[config.mk]
export PLATFORM = sky130hd
export DESIGN_NAME = lsu_mem_ctrl
export DESIGN_NICKNAME = d
export VERILOG_FILES = /design/src/rtl/lsu_pkg.sv /design/src/rtl/lsu_align.sv /design/src/rtl/lsu_mem_ctrl.sv
export SDC_FILE = /design/constraint.sdc
export NUM_CORES = 1
export LEC_CHECK = 0
export ABC_AREA = 1
export BUFFER_PORTS_ARGS = -buffer_cell sky130_fd_sc_hd__buf_2
export CORE_ASPECT_RATIO = 0.7
export CORE_UTILIZATION = 47
export CTS_BUF_LIST = sky130_fd_sc_hd__clkbuf_8
export DETAILED_ROUTE_END_ITERATION = 8
export GPL_TIMING_DRIVEN = 1
export PLACE_DENSITY = 0.91
export REMOVE_ABC_BUFFERS = 1
export SYNTH_ARGS = -nofsm -noshare
export SYNTH_HDL_FRONTEND = slang
export SYNTH_SLANG_ARGS = --single-unit
export TNS_END_PERCENT = 5
[constraint.sdc]
create_clock -name clk -period 2.9 [get_ports clk]
set_input_delay 0.87 -clock clk [delete_from_list [all_inputs] [get_ports clk]]
set_output_delay 0.87 -clock clk [all_outputs]
set_load 0.02 [all_outputs]
[src/rtl/lsu_pkg.sv]
// Shared types and constants for the memory-stage load/store controller.
`default_nettype none

package lsu_pkg;

  typedef enum logic [2:0] {
    LB  = 3'd0,
    LBU = 3'd1,
    LH  = 3'd2,
    LHU = 3'd3,
    LW  = 3'd4,
    SB  = 3'd5,
    SH  = 3'd6,
    SW  = 3'd7
  } mem_op_t;

  typedef enum logic [2:0] {
    IDLE      = 3'd0,
    REQ       = 3'd1,
    WAIT      = 3'd2,
    DROP_REQ  = 3'd3,
    DROP_WAIT = 3'd4
  } lsu_state_t;

  localparam logic [1:0] SIZE_B = 2'd0;
  localparam logic [1:0] SIZE_H = 2'd1;
  localparam logic [1:0] SIZE_W = 2'd2;

  function automatic logic is_store(input mem_op_t op);
    return (op == SB) || (op == SH) || (op == SW);
  endfunction

endpackage

`default_nettype wire

[src/rtl/lsu_align.sv]
// ---------------------------------------------------------------------------
// lsu_align : alignment check, store strobe/data generation, load extension
// Revision  : 1.0
// ---------------------------------------------------------------------------
`default_nettype none

module lsu_align
  import lsu_pkg::*;
#(
  parameter int ADDR_W      = 32,
  parameter int ALIGN_CHECK = 1
) (
  input  mem_op_t           i_op,
  input  logic [ADDR_W-1:0] i_addr,
  input  logic [31:0]       i_wdata,
  output logic              o_misalign,
  output logic [ADDR_W-1:0] o_addr,
  output logic              o_wr,
  output logic [1:0]        o_size,
  output logic [3:0]        o_wstrb,
  output logic [31:0]       o_wdata,
  input  mem_op_t           i_ld_op,
  input  logic [1:0]        i_ld_off,
  input  logic [31:0]       i_rdata,
  output logic [31:0]       o_ld_data
);

  logic       w_bad;
  logic [7:0] w_byte;
  logic [15:0] w_half;

  always_comb begin
    o_size = SIZE_W;
    case (i_op)
      LB, LBU, SB: o_size = SIZE_B;
      LH, LHU, SH: o_size = SIZE_H;
      default:     o_size = SIZE_W;
    endcase

    w_bad = ((o_size == SIZE_H) && i_addr[0]) ||
            ((o_size == SIZE_W) && (i_addr[1:0] != 2'b00));
    o_misalign = (ALIGN_CHECK != 0) ? w_bad : 1'b0;

    // Without checking, misaligned low bits are silently dropped.
    o_addr = i_addr;
    if (ALIGN_CHECK == 0) begin
      if (o_size == SIZE_H) o_addr[0] = 1'b0;
      if (o_size == SIZE_W) o_addr[1:0] = 2'b00;
    end

    o_wr = is_store(i_op);

    case (o_size)
      SIZE_B:  begin
        o_wstrb = 4'b0001 << o_addr[1:0];
        o_wdata = {4{i_wdata[7:0]}};
      end
      SIZE_H:  begin
        o_wstrb = 4'b0011 << {o_addr[1], 1'b0};
        o_wdata = {2{i_wdata[15:0]}};
      end
      default: begin
        o_wstrb = 4'b1111;
        o_wdata = i_wdata;
      end
    endcase
    if (!o_wr) o_wstrb = 4'b0000;
  end

  always_comb begin
    case (i_ld_off)
      2'd0:    w_byte = i_rdata[7:0];
      2'd1:    w_byte = i_rdata[15:8];
      2'd2:    w_byte = i_rdata[23:16];
      default: w_byte = i_rdata[31:24];
    endcase
    w_half = i_ld_off[1] ? i_rdata[31:16] : i_rdata[15:0];

    case (i_ld_op)
      LB:      o_ld_data = {{24{w_byte[7]}}, w_byte};
      LBU:     o_ld_data = {24'd0, w_byte};
      LH:      o_ld_data = {{16{w_half[15]}}, w_half};
      LHU:     o_ld_data = {16'd0, w_half};
      default: o_ld_data = i_rdata;
    endcase
  end

endmodule

`default_nettype wire

[src/rtl/lsu_mem_ctrl.sv]
// ---------------------------------------------------------------------------
// lsu_mem_ctrl : M-stage load/store controller with SRAM-like bus handshake
// Revision     : 1.0
// ---------------------------------------------------------------------------
`default_nettype none

module lsu_mem_ctrl
  import lsu_pkg::*;
#(
  parameter int ADDR_W      = 32,
  parameter int ALIGN_CHECK = 1,
  parameter int TIMEOUT_CYC = 0
) (
  input  logic              clk,
  input  logic              resetn,
  input  logic              mem_valid,
  input  logic [2:0]        mem_op,
  input  logic [ADDR_W-1:0] mem_addr,
  input  logic [31:0]       mem_wdata,
  input  logic              flush,
  output logic              data_req,
  output logic              data_wr,
  output logic [1:0]        data_size,
  output logic [ADDR_W-1:0] data_addr,
  output logic [31:0]       data_wdata,
  output logic [3:0]        data_wstrb,
  input  logic              data_addr_ok,
  input  logic              data_data_ok,
  input  logic [31:0]       data_rdata,
  output logic              stall,
  output logic              load_valid,
  output logic [31:0]       load_data,
  output logic              laddrerr,
  output logic              saddrerr,
  output logic [ADDR_W-1:0] badvaddr,
  output logic              bus_err
);

  localparam int CNT_W = (TIMEOUT_CYC > 0) ? $clog2(TIMEOUT_CYC + 1) : 1;
  localparam logic [CNT_W-1:0] c_TO_LAST = CNT_W'((TIMEOUT_CYC > 0) ? TIMEOUT_CYC - 1 : 0);

  lsu_state_t        r_state, w_next;
  mem_op_t           r_op;
  logic [ADDR_W-1:0] r_addr;
  logic              r_wr;
  logic [1:0]        r_size;
  logic [3:0]        r_wstrb;
  logic [31:0]       r_wdata;
  logic [CNT_W-1:0]  r_cnt;
  logic              r_bus_err;

  logic              w_mis, w_al_wr;
  logic [ADDR_W-1:0] w_al_addr;
  logic [1:0]        w_al_size;
  logic [3:0]        w_al_wstrb;
  logic [31:0]       w_al_wdata, w_ld_data;
  logic              w_go, w_accept, w_err, w_to, w_bus_err_set;

  lsu_align #(
    .ADDR_W      (ADDR_W),
    .ALIGN_CHECK (ALIGN_CHECK)
  ) u_align (
    .i_op       (mem_op_t'(mem_op)),
    .i_addr     (mem_addr),
    .i_wdata    (mem_wdata),
    .o_misalign (w_mis),
    .o_addr     (w_al_addr),
    .o_wr       (w_al_wr),
    .o_size     (w_al_size),
    .o_wstrb    (w_al_wstrb),
    .o_wdata    (w_al_wdata),
    .i_ld_op    (r_op),
    .i_ld_off   (r_addr[1:0]),
    .i_rdata    (data_rdata),
    .o_ld_data  (w_ld_data)
  );

  assign w_go     = (r_state == IDLE) && mem_valid && !flush;
  assign w_accept = w_go && !w_mis;
  assign w_err    = w_go && w_mis;
  assign w_to     = (TIMEOUT_CYC != 0) && (r_cnt == c_TO_LAST);

  always_comb begin
    w_next        = r_state;
    stall         = 1'b0;
    load_valid    = 1'b0;
    w_bus_err_set = 1'b0;
    case (r_state)
      IDLE: begin
        // The request goes out in the accept cycle, so addr_ok can skip REQ.
        if (w_accept) begin
          stall  = 1'b1;
          w_next = data_addr_ok ? WAIT : REQ;
        end
      end
      REQ: begin
        stall = 1'b1;
        if (data_addr_ok)  w_next = flush ? DROP_WAIT : WAIT;
        else if (flush)    w_next = DROP_REQ;
      end
      WAIT: begin
        if (data_data_ok) begin
          w_next     = IDLE;
          load_valid = !r_wr && !flush;
        end else if (flush) begin
          stall  = 1'b1;
          w_next = DROP_WAIT;
        end else if (w_to) begin
          stall         = 1'b1;
          w_next        = IDLE;
          w_bus_err_set = 1'b1;
        end else begin
          stall = 1'b1;
        end
      end
      DROP_REQ: begin
        stall = 1'b1;
        if (data_addr_ok) w_next = DROP_WAIT;
      end
      DROP_WAIT: begin
        stall = 1'b1;
        if (data_data_ok) begin
          w_next = IDLE;
        end else if (w_to) begin
          w_next        = IDLE;
          w_bus_err_set = 1'b1;
        end
      end
      default: w_next = IDLE;
    endcase
  end

  always_ff @(posedge clk or negedge resetn) begin
    if (!resetn) begin
      r_state   <= IDLE;
      r_op      <= LB;
      r_addr    <= '0;
      r_wr      <= 1'b0;
      r_size    <= 2'd0;
      r_wstrb   <= 4'd0;
      r_wdata   <= 32'd0;
      r_cnt     <= '0;
      r_bus_err <= 1'b0;
    end else begin
      r_state   <= w_next;
      r_bus_err <= w_bus_err_set;
      if (w_accept) begin
        r_op    <= mem_op_t'(mem_op);
        r_addr  <= w_al_addr;
        r_wr    <= w_al_wr;
        r_size  <= w_al_size;
        r_wstrb <= w_al_wstrb;
        r_wdata <= w_al_wdata;
      end
      if ((w_next == WAIT || w_next == DROP_WAIT) && (w_next != r_state))
        r_cnt <= '0;
      else if ((TIMEOUT_CYC != 0) && (r_state == WAIT || r_state == DROP_WAIT))
        r_cnt <= r_cnt + CNT_W'(1);
    end
  end

  assign data_req   = w_accept || (r_state == REQ) || (r_state == DROP_REQ);
  assign data_wr    = w_accept ? w_al_wr    : r_wr;
  assign data_size  = w_accept ? w_al_size  : r_size;
  assign data_addr  = w_accept ? w_al_addr  : r_addr;
  assign data_wdata = w_accept ? w_al_wdata : r_wdata;
  assign data_wstrb = w_accept ? w_al_wstrb : r_wstrb;

  assign laddrerr  = w_err && !w_al_wr;
  assign saddrerr  = w_err && w_al_wr;
  assign badvaddr  = w_err ? mem_addr : '0;
  assign load_data = load_valid ? w_ld_data : 32'd0;
  assign bus_err   = r_bus_err;

endmodule

`default_nettype wire

==> results of run 1 <==
[power groups by stage]
stage / Sequential [mW] / Clock (mW) / Combinational, mW
after global placement: 1.78 / 0 / 3.46
after global routing: 1.89 / 0.870 / 5.33
after detailed placement: 1.79 / 0 / 3.53
after CTS: 1.77 / 0.812 / 4.40
after floorplan: 1.80 / 0 / 2.04
final: 1.86 / 0.819 / 5.04
[per-layer routing]
metal | vias up | track usage, % | wire, um
li1 | 2821 | - | -
met1 | 2928 | 41.5 | 7490
met2 | 436 | 57.3 | 9820
met3 | 98 | 8.11 | 1850
met4 | 2 | 12.7 | 879
met5 | - | 0 | 10
[worst max-delay path by stage]
stage           startpoint             end  slack [ps]  cells past startpoint
3_5_place_dp     mem_op[0]   data_addr[18]        -180                     11
5_1_grt          mem_op[2]  data_wdata[17]        -240                     12
2_1_floorplan    mem_op[2]  data_wdata[24]        -830                      8
3_3_place_gp     mem_op[2]  data_wdata[24]        -150                     10
4_1_cts          mem_op[0]   data_addr[24]        -100                     10
6_report       mem_addr[1]   data_addr[28]        -170                      9
[cell usage after synthesis (3+ instances only)]
library cell  count
nor2_1           78
dfrtp_1          77
a21oi_1          27
clkbuf_1         14
buf_2             9
inv_2             4
nand4_1           4
nand2_1         221
inv_1            78
or2_2             7
o21ai_1           5
buf_6             8
nand3_2           3
buf_4             6
nor3_1            9
o21ai_0         111
nand3_1          10
o21ai_2           5
nor2_2           12
[registers in the layout (all words and copies together), names as in the netlist]
register / flops
r_addr: 32
r_wdata: 32
r_wstrb: 4
r_op: 3
r_state: 3
r_size: 2
r_wr: 1
[cell type report]
class	instances	area share (%)
inverter	85	4.11
multi-input combinational	500	32.9
clock buffer	9	1.52
clock inverter	7	0.831
tap	128	1.97
sequential	77	23.8
timing repair buffer	336	34.9
[cell families after synthesis]
| kind of cell | Yosys count |
|---|---|
| AND/OR/NAND/NOR | 348 |
| other | 1 |
| flip-flops | 77 |
| AO/OA/AOI/OAI | 151 |
| buffers and inverters | 122 |
[stage by stage]
stage	hold WS (ps)	cell area [um2]	setup TNS, ps	cells
after CTS	481	7520	-2860	1134
after floorplan	479	4490	-68630	662
final	492	8130	-6600	1142
after detailed placement	461	6480	-6830	1102
after global placement	451	6480	-5010	1102
after global routing	510	8130	-11030	1142
[cell usage in the layout (no fill, tap or decap), types with 2 or more instances in the layout]
cell type	count
nand4_1	4
o21ai_2	31
nand3_2	3
nand3_1	9
dfrtp_2	3
nand2_1	152
o21ai_0	79
nor3_1	9
nand2_2	62
inv_6	2
dfrtp_1	74
buf_16	6
nor2_4	2
a21oi_1	22
buf_4	116
or2_2	7
inv_4	4
nand2_4	8
inv_2	5
nor2_1	74
o21ai_4	6
buf_8	3
nor2_2	14
a21oi_2	5
buf_2	118
buf_12	12
nand3_4	2
buf_6	80
o21ai_1	5
inv_1	76
clkbuf_8	9
[what timing repair did]
| action | in CTS | in global routing |
|---|---|---|
| gates cloned | 6 | 1 |
| pin swaps | 17 | 19 |
| setup endpoints to repair | 93 | 138 |
| gates resized for setup | 220 | 170 |
| buffers inserted | 10 | 7 |
[critical path, cell delays in order]
cell	delay (ps)
buf_2	110
inv_1	90
nand2_2	80
nand3_4	80
nand3_4	210
buf_12	210
buf_16	170
o21ai_2	220
buf_6	160
==> flow_metrics.tcl, run 1 <==
set metrics [dict create \
    status "complete, but fails checks" \
    violations "negative setup slack" \
    synth_edf_count 0 \
    layout_worst_path_cycle_share_pct 106 \
    wire_per_inst_um 17.6 \
    die-width_um 122 \
    multi_input_area_mm2 0.00267 \
    finalWorstSetupSlack_ps -174 \
    track_usage_pct 33.7 \
    drc 0 \
    n_fill_cell 569 \
    synth_flop_cell "dfrtp_1" \
    cts_sinks 77 \
    numPortBuffers 244 \
    cts_max_path_buffers 2 \
    syn-instance-count 699 \
    antennaDiodeCount 0 \
    initial_core_util_pct 48.6 \
    report.power.total_mw 7.71 \
    final_hold_viol_count 0 \
    hold_class "in2async" \
    cts_buffers 9 \
    gp_congestion 0.913 \
    syn2layout_area_growth_pct 72.1 \
    finalClockSkew_ps 13.2 \
    dp_slack_ps -185 \
    drive_above_1_share_pct 49.8 \
    min_period_ps 3070 \
    synth_top_area_share_pct 40.8 \
    cts_tree "built" \
    antenna_found_initial 1 \
    internal_power_mw 4.17 \
    cts_htree_levels 3 \
    final-setup-viol-count 82 \
    max_freq_ghz 0.325 \
    core_area_mm2 0.00972 \
    synth-async-reset-ratio_pct 100 \
    crit_fanout 23 \
    maxCapViolations 0 \
    grt_overflow 0 \
    synth_mux_area_share_pct 0 \
    drt_iter0_drc 523 \
    grt_pass1_vias 5546 \
    postLayoutCoreUtil_pct 83.6 \
    synth-xor-area-share_pct 0 \
    arrival_ps 2200 \
    row_count 30 \
    yosys-top-cells-area "dfrtp_1 (41%), nand2_1 (18%), o21ai_0 (12%), inv_1 (6.2%), nor2_1 (6.2%)" \
    worst_r2r_endpoint "r_op[1]" \
    yosysTopAreaCell "dfrtp_1" \
    cp.required_ps 2030 \
    vias 6285 \
    r2r_start "r_state[1]" \
    antenna_left 0 \
    startpoint_type "input port" \
    cts_hold_buf 0 \
    power_frac_comb_pct 65.3 \
    drv_slew 0 \
    grt_max_degree 40 \
    clock_latency_ps 350 \
    cts-root-buf "clkbuf_8" \
    design.die.area_mm2 0.0105 \
    synth_area_mm2 0.00472 \
    cp-end-kind "primary output" \
    clkTransAtPathRegs_ps 90 \
    powerDensity_mw_per_mm2 949 \
    fin_nets 1114 \
    dr.pass1.iters 5 \
    ir_drop_uv 621 \
    clkPwrFrac_pct 10.6 \
    synth_seq_area_share_pct 40.8 \
    power_switching_share_pct 46.0 \
    ioPinCount 246 \
    reg2reg_depth 10 \
    yosys.area_share.simple_pct 30.8 \
    switchingPower_mw 3.55 \
    viasPerCell 5.50 \
    grt_pass1_wl_mm 27.0 \
    rsz0062_at_grt "true" \
    setup.worst_path.class "in2out" \
    yosys_register_bits 77 \
    maxSlewHeadroom_pct 63.0 \
    reg2reg_setup_slack_ps 1050 \
    p_seq_share_pct 24.1 \
    ys_warn_count 0 \
    die_h_um 85.9 \
    synthDistinctLibCells 28 \
    worst_pin_slew_ps 554 \
    synth_top_family_by_area "simple AND/OR/NAND/NOR gates" \
    totalWireLength_mm 20.0 \
    p_leak_nw 4.44 \
    synth_compound_gate_area_share_pct 16.6 \
    synth_fa_ha_area_share_pct 0 \
    regArea_mm2 0.00193 \
    synth_area_per_cell_um2 6.75 \
    dp_hpwl_mm 11.1 \
]
Note: power is estimated with default switching activity, not from simulation.
==> run 2: changes to the inputs <==
--- a/config.mk
+++ b/config.mk
@@ -10,3 +10,3 @@
 export CORE_ASPECT_RATIO = 0.7
-export CORE_UTILIZATION = 47
+export CORE_UTILIZATION = 43
 export CTS_BUF_LIST = sky130_fd_sc_hd__clkbuf_8
@@ -14,3 +14,3 @@
 export GPL_TIMING_DRIVEN = 1
-export PLACE_DENSITY = 0.91
+export PLACE_DENSITY = 0.87
 export REMOVE_ABC_BUFFERS = 1
==> constraint.sdc (replaced) <==
create_clock -name clk -period 2.6 [get_ports clk]
set_input_delay 0.13 -clock clk [delete_from_list [all_inputs] [get_ports clk]]
set_output_delay 0.13 -clock clk [all_outputs]
set_load 0.02 [all_outputs]
==> run 2 against run 1 <==
Compared with the run above:
- the run now ends clean
- total power shrank 19%
- utilization fell by 25 points
- via count down 17%
- critical path depth fell by 2
- wire length decreased by 31%
- register-to-register slack worse by 270 ps
- sequential share of layout area is 7.6 points higher
- first-iteration DRC count is 37% lower
- cell area decreased by 24%
- clock skew is 5.4 ps lower
- sequential power up 8%
- count of clock-buffer cells in the layout unchanged
==> flow_metrics.tcl, run 2 (synthesis results as in run 1) <==
set metrics [dict create \
    antennaDiodeCount 0 \
    power_frac_comb_pct 55.7 \
    placed_cell_area_mm2 0.00596 \
    slowest_stage "dfrtp_1" \
    dp_slack_ps 313 \
    numPortBuffers 244 \
    reg.largest.list "r_addr (32), r_wdata (32), r_wstrb (4)" \
    fin_tns_setup_ps 0 \
    place_inst 1063 \
    initial_core_util_pct 44.9 \
    antenna_found_initial 0 \
    clkPwrFrac_pct 12.1 \
    clock_latency_ps 340 \
    final_common_cell "buf_2" \
    cts_max_path_buffers 2 \
    totalWireLength_mm 13.8 \
    finish.instance_area_mm2 0.00614 \
    layout_worst_path_cycle_share_pct 92.0 \
    die_h_um 89.7 \
    fin_nets 1032 \
    cts_tree "built" \
    viasPerCell 4.83 \
    p_seq_share_pct 32.2 \
    switchingPower_mw 3.09 \
    ir_drop_uv 518 \
    final-setup-viol-count 0 \
    vias 5209 \
    cts_sinks 77 \
    final_hold_viol_count 0 \
    finalClockSkew_ps 7.86 \
    rsz0062_at_grt "false" \
    cp-end-kind "primary output" \
    cp.required_ps 2470 \
    cts-root-buf "clkbuf_8" \
    syn2layout_area_growth_pct 30.0 \
    layout_common_cells "buf_2 (243), nand2_1 (221), o21ai_0 (111)" \
    worst_pin_slew_ps 956 \
    powerDensity_mw_per_mm2 1020 \
    ioPinCount 246 \
    grt_pass1_vias 4416 \
    grt_pass1_wl_mm 21.1 \
    die-width_um 127 \
    hold_class "in2reg" \
    slowest_delay_ps 460 \
    cts_htree_levels 3 \
    core_area_mm2 0.0105 \
    grt_max_degree 116 \
    track_usage_pct 23.4 \
    p_leak_nw 3.71 \
    row_count 31 \
    startpoint_type "flip-flop" \
    max_freq_ghz 0.418 \
    status "finished, final reports clean" \
    wire_per_inst_um 12.8 \
    antenna_left 0 \
    stdcell_count 1078 \
    gp_congestion 1.00 \
    finalWorstSetupSlack_ps 207 \
    design.die.area_mm2 0.0114 \
    drc 0 \
    setup.worst_path.class "reg2out" \
    min_period_ps 2390 \
    crit_fanout 115 \
    maxSlewHeadroom_pct 36.2 \
    maxCapViolations 0 \
    clkTransAtPathRegs_ps 80 \
    internal_power_mw 3.17 \
    holdWs_ps 39.1 \
    drt_iter0_drc 330 \
    dr.pass1.iters 5 \
    grt_overflow 0 \
    arrival_ps 2260 \
    cts_buffers 9 \
    power_switching_share_pct 49.4 \
    drv_slew 0 \
    crit_chain "nor2_1, nand2_1, nor2_2, nand3_4, buf_8, o21ai_0, buf_2" \
    drive_above_1_share_pct 32.5 \
    dp_hpwl_mm 10.2 \
]
-- run 2: cell count changes in the layout (fill, tap and decap cells not counted), sizes merged --
cell,change
inv,-3
clkinvlp,+2
clkbuf,-1
buf,-82
bufinv,-1
dlygate4sd3,+1
-- run 2: repair_timing --
action,4_1_cts,5_1_grt
setup endpoints to repair,43,7
buffers inserted,0,0
resized for setup,1,2
hold endpoints to repair,77,0
hold buffers,1,0
-- run 2: worst max-delay path, delay by kind of cell (launching register included) --
family	cells	cell delay (ps)
AO/OA/AOI/OAI	1	360
buffers and inverters	2	500
flip-flops	1	460
AND/OR/NAND/NOR	4	540
-- run 2: layout make-up --
type                       instances  area [um2]
clock buffer                       9         124
timing repair buffer             254        1310
sequential                        77        1930
inverter                          85         322
multi-input combinational        500        2240
clock inverter                     5        31.3
tap                              148         185
fill                             991        4370
-- run 2: layer usage --
layer	part of all wire (%)	GRT usage, %
met5	0	0
met4	0.52	4.33
met3	8.1	5.81
met2	47	39.4
met1	44	31.3
-- run 2: worst paths after layout --
check | startpoint | end | slack (ps) | cells past startpoint
worst max-delay path | r_state[1] | data_addr[11] | 210 | 7
worst min-delay path | mem_op[2] | r_op[2] | 40 | 3
worst max register to register | r_state[0] | r_state[1] | 780 | 8
worst min register to register | r_wstrb[0] | r_wstrb[0] | 480 | 2
max in group asynchronous | resetn | r_addr[0] | 1480 | 2
min in group asynchronous | resetn | r_wdata[22] | 490 | 2
-- run 2: power groups by stage --
stage	registers [mW]	logic (mW)	clock network (mW)
finish	2.01	3.49	0.755
floorplan	2.01	2.27	0
CTS	2.01	3.48	0.778
detailed placement	2.03	3.46	0
global route	2.08	3.86	0.830
global placement	2.01	3.41	0
-- run 2: metrics by stage --
stage	utilization, %	power (mW)
floorplan	-	4.28
finish	58.4	6.26
CTS	58.4	6.27
global route	58.4	6.77
global placement	56.7	5.42
detailed placement	56.7	5.49
